==> config.mk <==
export PLATFORM = sky130hd
export DESIGN_NAME = serial_nibble_receiver
export DESIGN_NICKNAME = d
export VERILOG_FILES = /design/src/rtl/serial_nibble_pkg.sv /design/src/rtl/nibble_fifo2.sv /design/src/rtl/serial_nibble_receiver.sv
export SDC_FILE = /design/constraint.sdc
export NUM_CORES = 1
export LEC_CHECK = 0
export CORE_MARGIN = 1
export CORE_UTILIZATION = 59
export DETAILED_ROUTE_END_ITERATION = 10
export PLACE_DENSITY_LB_ADDON = 0.12
export SLEW_MARGIN = 10
export SYNTH_ARGS = -nofsm -noshare
export SYNTH_HDL_FRONTEND = slang
export SYNTH_SLANG_ARGS = --single-unit
export TNS_END_PERCENT = 1
==> constraint.sdc <==
create_clock -name clk -period 4 [get_ports clk]
set_clock_uncertainty 0.15 [all_clocks]
set_input_delay 0.6 -clock clk [delete_from_list [all_inputs] [get_ports clk]]
set_output_delay 0.6 -clock clk [all_outputs]
set_load 0.02 [all_outputs]
==> src/rtl/serial_nibble_pkg.sv <==
// Shared definitions for the serial nibble link: receiver states, line levels
// and frame geometry, also used by the matching transmitter.
package serial_nibble_pkg;

  typedef enum logic [2:0] {
    StIdle,
    StData,
    StParity,
    StStop,
    StBreak
  } rx_state_e;

  localparam int unsigned DATA_BITS  = 4;
  localparam logic        STOP_LEVEL = 1'b1;
  localparam logic        IDLE_LEVEL = 1'b1;

  // Total clocks per frame: start + data + optional parity + stop.
  function automatic int unsigned frame_len(input bit parity_en);
    return 1 + DATA_BITS + (parity_en ? 1 : 0) + 1;
  endfunction

endpackage

==> src/rtl/nibble_fifo2.sv <==
// Two-entry FIFO of nibbles; entry 0 is always the head so the output is a
// plain register. Pop is applied before push so a full FIFO can swap in one cycle.
module nibble_fifo2
  import serial_nibble_pkg::*;
(
  input  logic                 clk,
  input  logic                 reset,
  input  logic                 push,
  input  logic                 pop,
  input  logic [DATA_BITS-1:0] din,
  output logic                 full,
  output logic                 empty,
  output logic [DATA_BITS-1:0] head
);

  logic [1:0]           cnt_q, cnt_d;
  logic [DATA_BITS-1:0] e0_q, e0_d;
  logic [DATA_BITS-1:0] e1_q, e1_d;

  assign full  = (cnt_q == 2'd2);
  assign empty = (cnt_q == 2'd0);
  assign head  = e0_q;

  always_comb begin
    cnt_d = cnt_q;
    e0_d  = e0_q;
    e1_d  = e1_q;
    if (pop && !empty) begin
      e0_d  = e1_q;
      cnt_d = cnt_q - 2'd1;
    end
    if (push && (cnt_d != 2'd2)) begin
      if (cnt_d == 2'd0) begin
        e0_d = din;
      end else begin
        e1_d = din;
      end
      cnt_d = cnt_d + 2'd1;
    end
  end

  always_ff @(posedge clk) begin
    if (reset) begin
      cnt_q <= 2'd0;
      e0_q  <= '0;
      e1_q  <= '0;
    end else begin
      cnt_q <= cnt_d;
      e0_q  <= e0_d;
      e1_q  <= e1_d;
    end
  end

endmodule

==> src/rtl/serial_nibble_receiver.sv <==
// Framed LSB-first nibble receiver with even parity, framing check, break
// handling and a two-entry valid/ready output buffer.
module serial_nibble_receiver
  import serial_nibble_pkg::*;
#(
  parameter bit PARITY_EN = 1'b1
) (
  input  logic                 clk,
  input  logic                 reset,
  input  logic                 serialin,
  output logic [DATA_BITS-1:0] data_out,
  output logic                 valid,
  input  logic                 ready,
  output logic                 parity_err,
  output logic                 frame_err,
  output logic                 overrun
);

  rx_state_e            state_q, state_d;
  logic [1:0]           idx_q, idx_d;
  logic [DATA_BITS-1:0] shift_q, shift_d;
  logic                 acc_q, acc_d;
  logic                 par_bad_q, par_bad_d;
  logic                 perr_q, perr_d;
  logic                 ferr_q, ferr_d;
  logic                 ovr_q, ovr_d;

  logic push, pop, full, empty, room;

  assign valid      = !empty;
  assign pop        = valid && ready;
  // Room is judged after this cycle's pop.
  assign room       = !full || pop;
  assign parity_err = perr_q;
  assign frame_err  = ferr_q;
  assign overrun    = ovr_q;

  always_comb begin
    state_d   = state_q;
    idx_d     = idx_q;
    shift_d   = shift_q;
    acc_d     = acc_q;
    par_bad_d = par_bad_q;
    perr_d    = 1'b0;
    ferr_d    = 1'b0;
    ovr_d     = 1'b0;
    push      = 1'b0;
    unique case (state_q)
      StIdle: begin
        if (serialin != IDLE_LEVEL) begin
          state_d   = StData;
          idx_d     = 2'd0;
          acc_d     = 1'b0;
          par_bad_d = 1'b0;
        end
      end
      StData: begin
        shift_d[idx_q] = serialin;
        acc_d          = acc_q ^ serialin;
        idx_d          = idx_q + 2'd1;
        if (idx_q == 2'(DATA_BITS - 1)) begin
          state_d = PARITY_EN ? StParity : StStop;
        end
      end
      StParity: begin
        par_bad_d = acc_q ^ serialin;
        state_d   = StStop;
      end
      StStop: begin
        if (serialin == STOP_LEVEL) begin
          state_d = StIdle;
          if (par_bad_q) begin
            perr_d = 1'b1;
          end else if (!room) begin
            ovr_d = 1'b1;
          end else begin
            push = 1'b1;
          end
        end else begin
          // Parity is deliberately not reported on a framing error.
          ferr_d  = 1'b1;
          state_d = StBreak;
        end
      end
      StBreak: begin
        if (serialin == IDLE_LEVEL) begin
          state_d = StIdle;
        end
      end
      default: state_d = StIdle;
    endcase
  end

  always_ff @(posedge clk) begin
    if (reset) begin
      state_q   <= StIdle;
      idx_q     <= 2'd0;
      shift_q   <= '0;
      acc_q     <= 1'b0;
      par_bad_q <= 1'b0;
      perr_q    <= 1'b0;
      ferr_q    <= 1'b0;
      ovr_q     <= 1'b0;
    end else begin
      state_q   <= state_d;
      idx_q     <= idx_d;
      shift_q   <= shift_d;
      acc_q     <= acc_d;
      par_bad_q <= par_bad_d;
      perr_q    <= perr_d;
      ferr_q    <= ferr_d;
      ovr_q     <= ovr_d;
    end
  end

  nibble_fifo2 u_fifo (
    .clk   (clk),
    .reset (reset),
    .push  (push),
    .pop   (pop),
    .din   (shift_q),
    .full  (full),
    .empty (empty),
    .head  (data_out)
  );

endmodule

==> run summary, run 1 <==
Outcome -> finished clean
Crit path cell chain -> clkdlybuf4s50_1 > nand2b_4 > xnor2_1 > ha_1 > nand2b_1 > a2111o_1 > nand3b_1 > o21ai_1
Worst-path clk slew -> 0.11 ns
Layout cells sized above 1 -> 0.08392
Reg2reg setup slack -> 1.70 ns
WP data required -> 4.04 ns
All-layer global routing usage -> 0.1960
Path depth of the worst reg2reg path -> 9
CTS tree -> done
Diodes inserted -> 0
PortBufs -> 11
Routed len/inst -> 11.75 um
Largest area contributor in the netlist -> dfxtp_1
Synth Cell Area -> 1254 sq um
Routability cong. -> 0.7435
Setup slack after layout -> 1.629 ns
Setup_tns -> 0 ns
Period utilisation layout -> 0.5928
1st-iter DRT viols -> 14
Post-Syn Instances -> 137
Pins Over Slew Limit -> 0
Clock Path Buffers -> 2
Total power -> 0.4406 mW
CTS HTree Levels -> 1
Initial antenna violation count -> 0
Syn_area_per_cell -> 9.151 sq um
PD cells -> 319.5 nW/um^2
Die X -> 48.10 um
Leak -> 0.5134 nW
Final Util -> 0.6957
Clk root buf -> clkbuf_4
Final hold slack -> 0.3189 ns
Fillcell total -> 168
Hold Crit Class -> reg2reg
Multi-input gate area -> 698.2 sq um
Nets -> 157
Top cell type's share of synthesized area -> 0.3832
Ys async rst share -> 0
Number of CTS-inserted buffers -> 3
Crit path depth -> 8
Site Rows -> 16
Initial core utilization -> 0.6326
CP startpoint kind -> input port
Max Fanout on Critical Path -> 11
Commonest non-fill, non-tap cell in the layout -> dfxtp_1
Hold endpoint -> shift_q[3]
EDFF count, synth -> 0
Yosys synthesis warning count -> 0
Max stage delay cell, worst path -> clkdlybuf4s50_1
Final Hold Fails -> 0
Die Area -> 2313 sq um
Most frequent cells in the layout -> 24 x dfxtp_1, 12 x nand2_1, 12 x nand2b_1
Post-Place Cells -> 167
Setup CP Type -> in2reg
Top delay family on crit path -> buffers and inverters
Final instance count without filler cells -> 170
Yosys cell types -> 36
Detailed Route WL -> 1998 um
Worst skew pair latency -> 0.30 ns
Worst min-delay path startpoint -> shift_q[3]
DRC Markers -> 0
WP buf/inv -> 1
Post-DR vias/cell -> 5.265
Slew headroom -> 0.2915
Die Y -> 48.10 um
Top cells by area, synth -> dfxtp_1 38%, ha_1 8.0%, nand2b_1 6.0%, mux2_2 4.5%, mux2i_1 4.0%
Placed cell areas -> 1356 sq um
Setup crit end kind -> flop
FF+latch count, synth -> 24
Clk sinks -> 24
Most used DFF post-synth -> dfxtp_1
Final setup fails -> 0
Maximum vdd drop -> 230.4 uV
DR vias -> 895
Register area share after synthesis -> 0.3832
IO Pins -> 12
Largest net degree at the start of global routing -> 28
DP Wirelength -> 1477 um
Gr ovfl total -> 0
RR Startpoint -> u_fifo.cnt_q[0]
Hold_buf cts -> 0
Final instance area -> 1379 sq um
Vias in the first global route -> 757
Post-CTS Resized -> 0
Area delta synth->final -> 9.980%
Hold Path Depth -> 2
Net Count, Synth -> 149
FF/Latch Area -> 480.5 sq um
Unrepaired setup endpoints after global routing -> false
Crit Reg-Reg Endpoint -> u_fifo.head[3]
Fmax -> 421.7 MHz
Arr. time, crit path -> 2.41 ns
Core area -> 1982 sq um
Setup bufs post-CTS -> 0
Worst slew pin tran -> 1.061 ns
Post-Place Worst Slack -> 1.288 ns
Drt first pass iters -> 4
Crit-path max cell delay -> 0.50 ns
Final ANT Viol Nets -> 0
First-pass GRT wire length -> 3160 um
Max Cap Viol -> 0
Crit path time final -> 2.371 ns
==> registers in the layout, summed over array words and instances, names as in the netlist <==
register and flops:
overrun 1, u_fifo.cnt_q 2, state_q 3, frame_err 1
shift_q 4, u_fifo.head 4, acc_q 1, par_bad_q 1
parity_err 1, idx_q 2, u_fifo.e1_q 4
==> power breakdown <==
part           total [mW]  internal (mW)  switching [mW]  leakage, nW
Sequential          0.252          0.246         0.00631        0.194
Combinational      0.0879         0.0387          0.0492        0.305
Clock               0.101         0.0351          0.0654       0.0138
Total               0.441          0.320           0.121        0.513
==> layout make-up <==
| type | count | area share |
|---|---|---|
| timing repair buffer | 11 | 0.07986 |
| sequential | 24 | 0.3485 |
| inverter | 9 | 0.02450 |
| tap | 27 | 0.02450 |
| clock buffer | 3 | 0.01633 |
| multi-input combinational | 96 | 0.5064 |
==> synthesized netlist by cell type (2+ instances only) <==
| cell | number |
|---|---|
| dfxtp_1 | 24 |
| nand2_1 | 12 |
| nand2b_1 | 12 |
| inv_1 | 9 |
| ha_1 | 8 |
| nor2_1 | 8 |
| o21ai_0 | 7 |
| a21oi_1 | 6 |
| nand3_1 | 6 |
| mux2_2 | 5 |
| mux2i_1 | 5 |
| clkbuf_1 | 4 |
| nand3b_1 | 4 |
| buf_2 | 3 |
| a211oi_1 | 2 |
| nor3_1 | 2 |
==> metal layers <==
metal | global-route usage | up-vias | share of wire
met2 | 0.3243 | 9 | 0.47
met3 | 0.03333 | 2 | 0.017
met5 | 0 | - | 0
li1 | - | 483 | -
met4 | 0.08333 | 0 | 0.0065
met1 | 0.2517 | 401 | 0.50
==> logic make-up (layout without fill, tap and decap cells) <==
| group | Yosys count | after routing | synth area share |
|---|---|---|---|
| buf+inv | 17 | 23 | 0.05987 |
| compound gates | 23 | 23 | 0.1307 |
| simple gates | 52 | 52 | 0.2385 |
| fa+ha+maj | 8 | 8 | 0.07984 |
| xor+xnor | 2 | 2 | 0.01397 |
| mux | 11 | 11 | 0.09381 |
| flops | 24 | 24 | 0.3832 |
==> worst min-delay path, cell delays in order, from the launching register on <==
cell     delay, ns
dfxtp_1       0.33
nand2_1       0.05
a21oi_1       0.05
==> how the worst max path moves through the flow <==
stage,start,to,slack (ns)
after floorplan,u_fifo.cnt_q[0],u_fifo.head[0],1.80
after global placement,ready,u_fifo.head[2],1.35
after detailed placement,ready,u_fifo.head[3],1.29
after CTS,ready,u_fifo.head[3],1.62
after global routing,ready,u_fifo.head[2],1.53
final,ready,u_fifo.head[3],1.63
Note: power is estimated with default switching activity, not from simulation.
==> inputs of run 2 (changes only) <==
--- a/config.mk
+++ b/config.mk
@@ -6,7 +6,7 @@
 export NUM_CORES = 1
 export LEC_CHECK = 0
 export CORE_MARGIN = 1
-export CORE_UTILIZATION = 59
+export CORE_UTILIZATION = 55
 export DETAILED_ROUTE_END_ITERATION = 10
 export PLACE_DENSITY_LB_ADDON = 0.12
 export SLEW_MARGIN = 10
==> constraint.sdc (replaced) <==
create_clock -name clk -period 2.26 [get_ports clk]
set_clock_uncertainty 0.15 [all_clocks]
set_input_delay 0.339 -clock clk [delete_from_list [all_inputs] [get_ports clk]]
set_output_delay 0.339 -clock clk [all_outputs]
set_load 0.02 [all_outputs]
==> run summary, run 2 (synthesis gave the netlist of run 1 again) <==
Outcome -> finished clean
Setup CP Type -> reg2reg
Final instance count without filler cells -> 179
RR Startpoint -> u_fifo.cnt_q[0]
Fmax -> 453.7 MHz
Core area -> 2042 sq um
Flop pwr share -> 0.490
PortBufs -> 11
Vias in the first global route -> 875
Site Rows -> 16
Setup_tns -> 0 ns
Max Fanout on Critical Path -> 8
Multi-input gate area -> 768.2 sq um
Crit path cell chain -> clkinv_4 > ha_4 > nand2b_4 > xnor2_4 > ha_4 > nand2b_4 > a2111o_1 > nand3b_1 > o21ai_1
DP Wirelength -> 1611 um
Area delta synth->final -> 22.06%
1st-iter DRT viols -> 18
Hold_buf cts -> 0
Crit-path max cell delay -> 0.50 ns
Commonest non-fill, non-tap cell in the layout -> dfxtp_1
Die X -> 49.75 um
DRC Markers -> 0
Drt first pass iters -> 4
CTS HTree Levels -> 1
IO Pins -> 12
Max stage delay cell, worst path -> a2111o_1
Initial core utilization -> 0.6140
Final ANT Viol Nets -> 0
Initial antenna violation count -> 0
Gr ovfl total -> 0
Final Util -> 0.7494
FF/Latch Area -> 483.0 sq um
Number of CTS-inserted buffers -> 3
Switching power -> 0.2567 mW
Largest net degree at the start of global routing -> 23
Hold endpoint -> shift_q[3]
Hold Crit Class -> reg2reg
Setup crit end kind -> flop
CP startpoint kind -> flop
WP data required -> 2.32 ns
Worst-path clk slew -> 0.12 ns
Arr. time, crit path -> 2.26 ns
Detailed Route WL -> 2355 um
Diodes inserted -> 0
Worst skew pair latency -> 0.30 ns
Routability cong. -> 0.7706
Leak -> 0.5738 nW
Hold Path Depth -> 2
Clock Path Buffers -> 2
All-layer global routing usage -> 0.1966
Routed len/inst -> 13.16 um
Most frequent cells in the layout -> 22 x dfxtp_1, 11 x nand2_1, 11 x nand2b_1, 11 x clkdlybuf4s50_1
Internal Dissipation -> 0.6641 mW
Final setup fails -> 0
Clock power share -> 0.235
Period utilisation layout -> 0.9752
Post-Place Cells -> 173
Slew headroom -> 0.5568
Crit Reg-Reg Endpoint -> u_fifo.head[3]
Total power -> 0.9209 mW
Pins Over Slew Limit -> 0
Path depth of the worst reg2reg path -> 9
Clk root buf -> clkbuf_4
Max Cap Viol -> 0
First-pass GRT wire length -> 3753 um
Post-DR vias/cell -> 5.223
Die Y -> 49.75 um
PD cells -> 601.8 nW/um^2
DR vias -> 935
Final hold slack -> 0.3154 ns
CTS tree -> done
Fillcell total -> 145
Clk sinks -> 24
Maximum vdd drop -> 611.8 uV
Power share of the combinational group -> 0.275
Unrepaired setup endpoints after global routing -> true
Worst min-delay path startpoint -> shift_q[3]
Sw Ratio -> 0.2788
Final Hold Fails -> 0
Layout cells sized above 1 -> 0.2105
Crit path time final -> 2.204 ns
Die Area -> 2475 sq um
Nets -> 165
Worst slew pin tran -> 0.6627 ns
Reg2reg setup slack -> 0.06 ns
run 2: cell types whose count changed in the layout (fill, tap and decap cells not counted), moves of 2 or more:
cell / delta
inv_1: -2
buf_4: +8
dfxtp_1: -2
o21ai_0: -3
dfxtp_2: +2
o21ai_1: +2
ha_1: -3
ha_4: +3
run 2: worst max-delay path by stage:
stage,start,to,slack (ns),depth (start not counted)
after global placement,ready,u_fifo.head[0],-0.04,8
final,u_fifo.cnt_q[0],u_fifo.head[3],0.06,9
after floorplan,u_fifo.cnt_q[0],u_fifo.head[0],0.06,10
after CTS,u_fifo.cnt_q[0],u_fifo.head[2],0.04,9
after detailed placement,ready,u_fifo.head[2],-0.1,8
after global routing,u_fifo.cnt_q[1],u_fifo.head[2],-0.05,11
run 2: worst max-delay path: cells and delay by family (launching register included):
| family | cells | cell delay (ns) |
|---|---|---|
| flops | 1 | 0.38 |
| simple gates | 3 | 0.44 |
| buf+inv | 1 | 0.06 |
| xor+xnor | 1 | 0.18 |
| fa+ha+maj | 2 | 0.33 |
| compound gates | 2 | 0.56 |
run 2: through the flow:
stage / setup WS [ns] / cell area, sq um
global placement: -0.03564 / 1401
finish: 0.05601 / 1530
CTS: 0.04116 / 1438
floorplan: 0.06191 / 1254
global route: -0.05201 / 1530
detailed placement: -0.09951 / 1401
run 2: area by class of cell:
class,instances,share of cell area
multi-input cells,96,0.5020
flip-flops and latches,24,0.3156
repair buffers,19,0.1112
inverters,9,0.02535
clock buffers,4,0.02371
well taps,27,0.02208
run 2: routing by layer:
layer,GRT usage,share of wire
met1,0.2610,0.48
met2,0.3221,0.50
met3,0.02778,0.012
met4,0.07143,0.0059
met5,0,0
run 2: timing repair:
| item | 4_1_cts | 5_1_grt |
|---|---|---|
| setup endpoints to repair | 0 | 4 |
| setup buffers | 0 | 2 |
| gates resized for setup | 0 | 20 |
run 2: power by group through the flow:
| stage | sequential, mW | combinational [mW] | clock (mW) |
|---|---|---|---|
| 6_report | 0.451 | 0.253 | 0.216 |
| 5_1_grt | 0.453 | 0.276 | 0.242 |
| 4_1_cts | 0.447 | 0.172 | 0.222 |
| 3_5_place_dp | 0.456 | 0.172 | 0 |
| 3_3_place_gp | 0.455 | 0.167 | 0 |
| 2_1_floorplan | 0.453 | 0.128 | 0 |
==> inputs of run 3 (changes only) <==
--- a/config.mk
+++ b/config.mk
@@ -8,6 +8,7 @@
 export CORE_MARGIN = 1
 export CORE_UTILIZATION = 55
 export DETAILED_ROUTE_END_ITERATION = 10
+export GPL_ROUTABILITY_DRIVEN = 0
 export PLACE_DENSITY_LB_ADDON = 0.12
 export SLEW_MARGIN = 10
 export SYNTH_ARGS = -nofsm -noshare
==> results of run 3 <==
Final layout, timing and power as in run 2 (identical DEF).
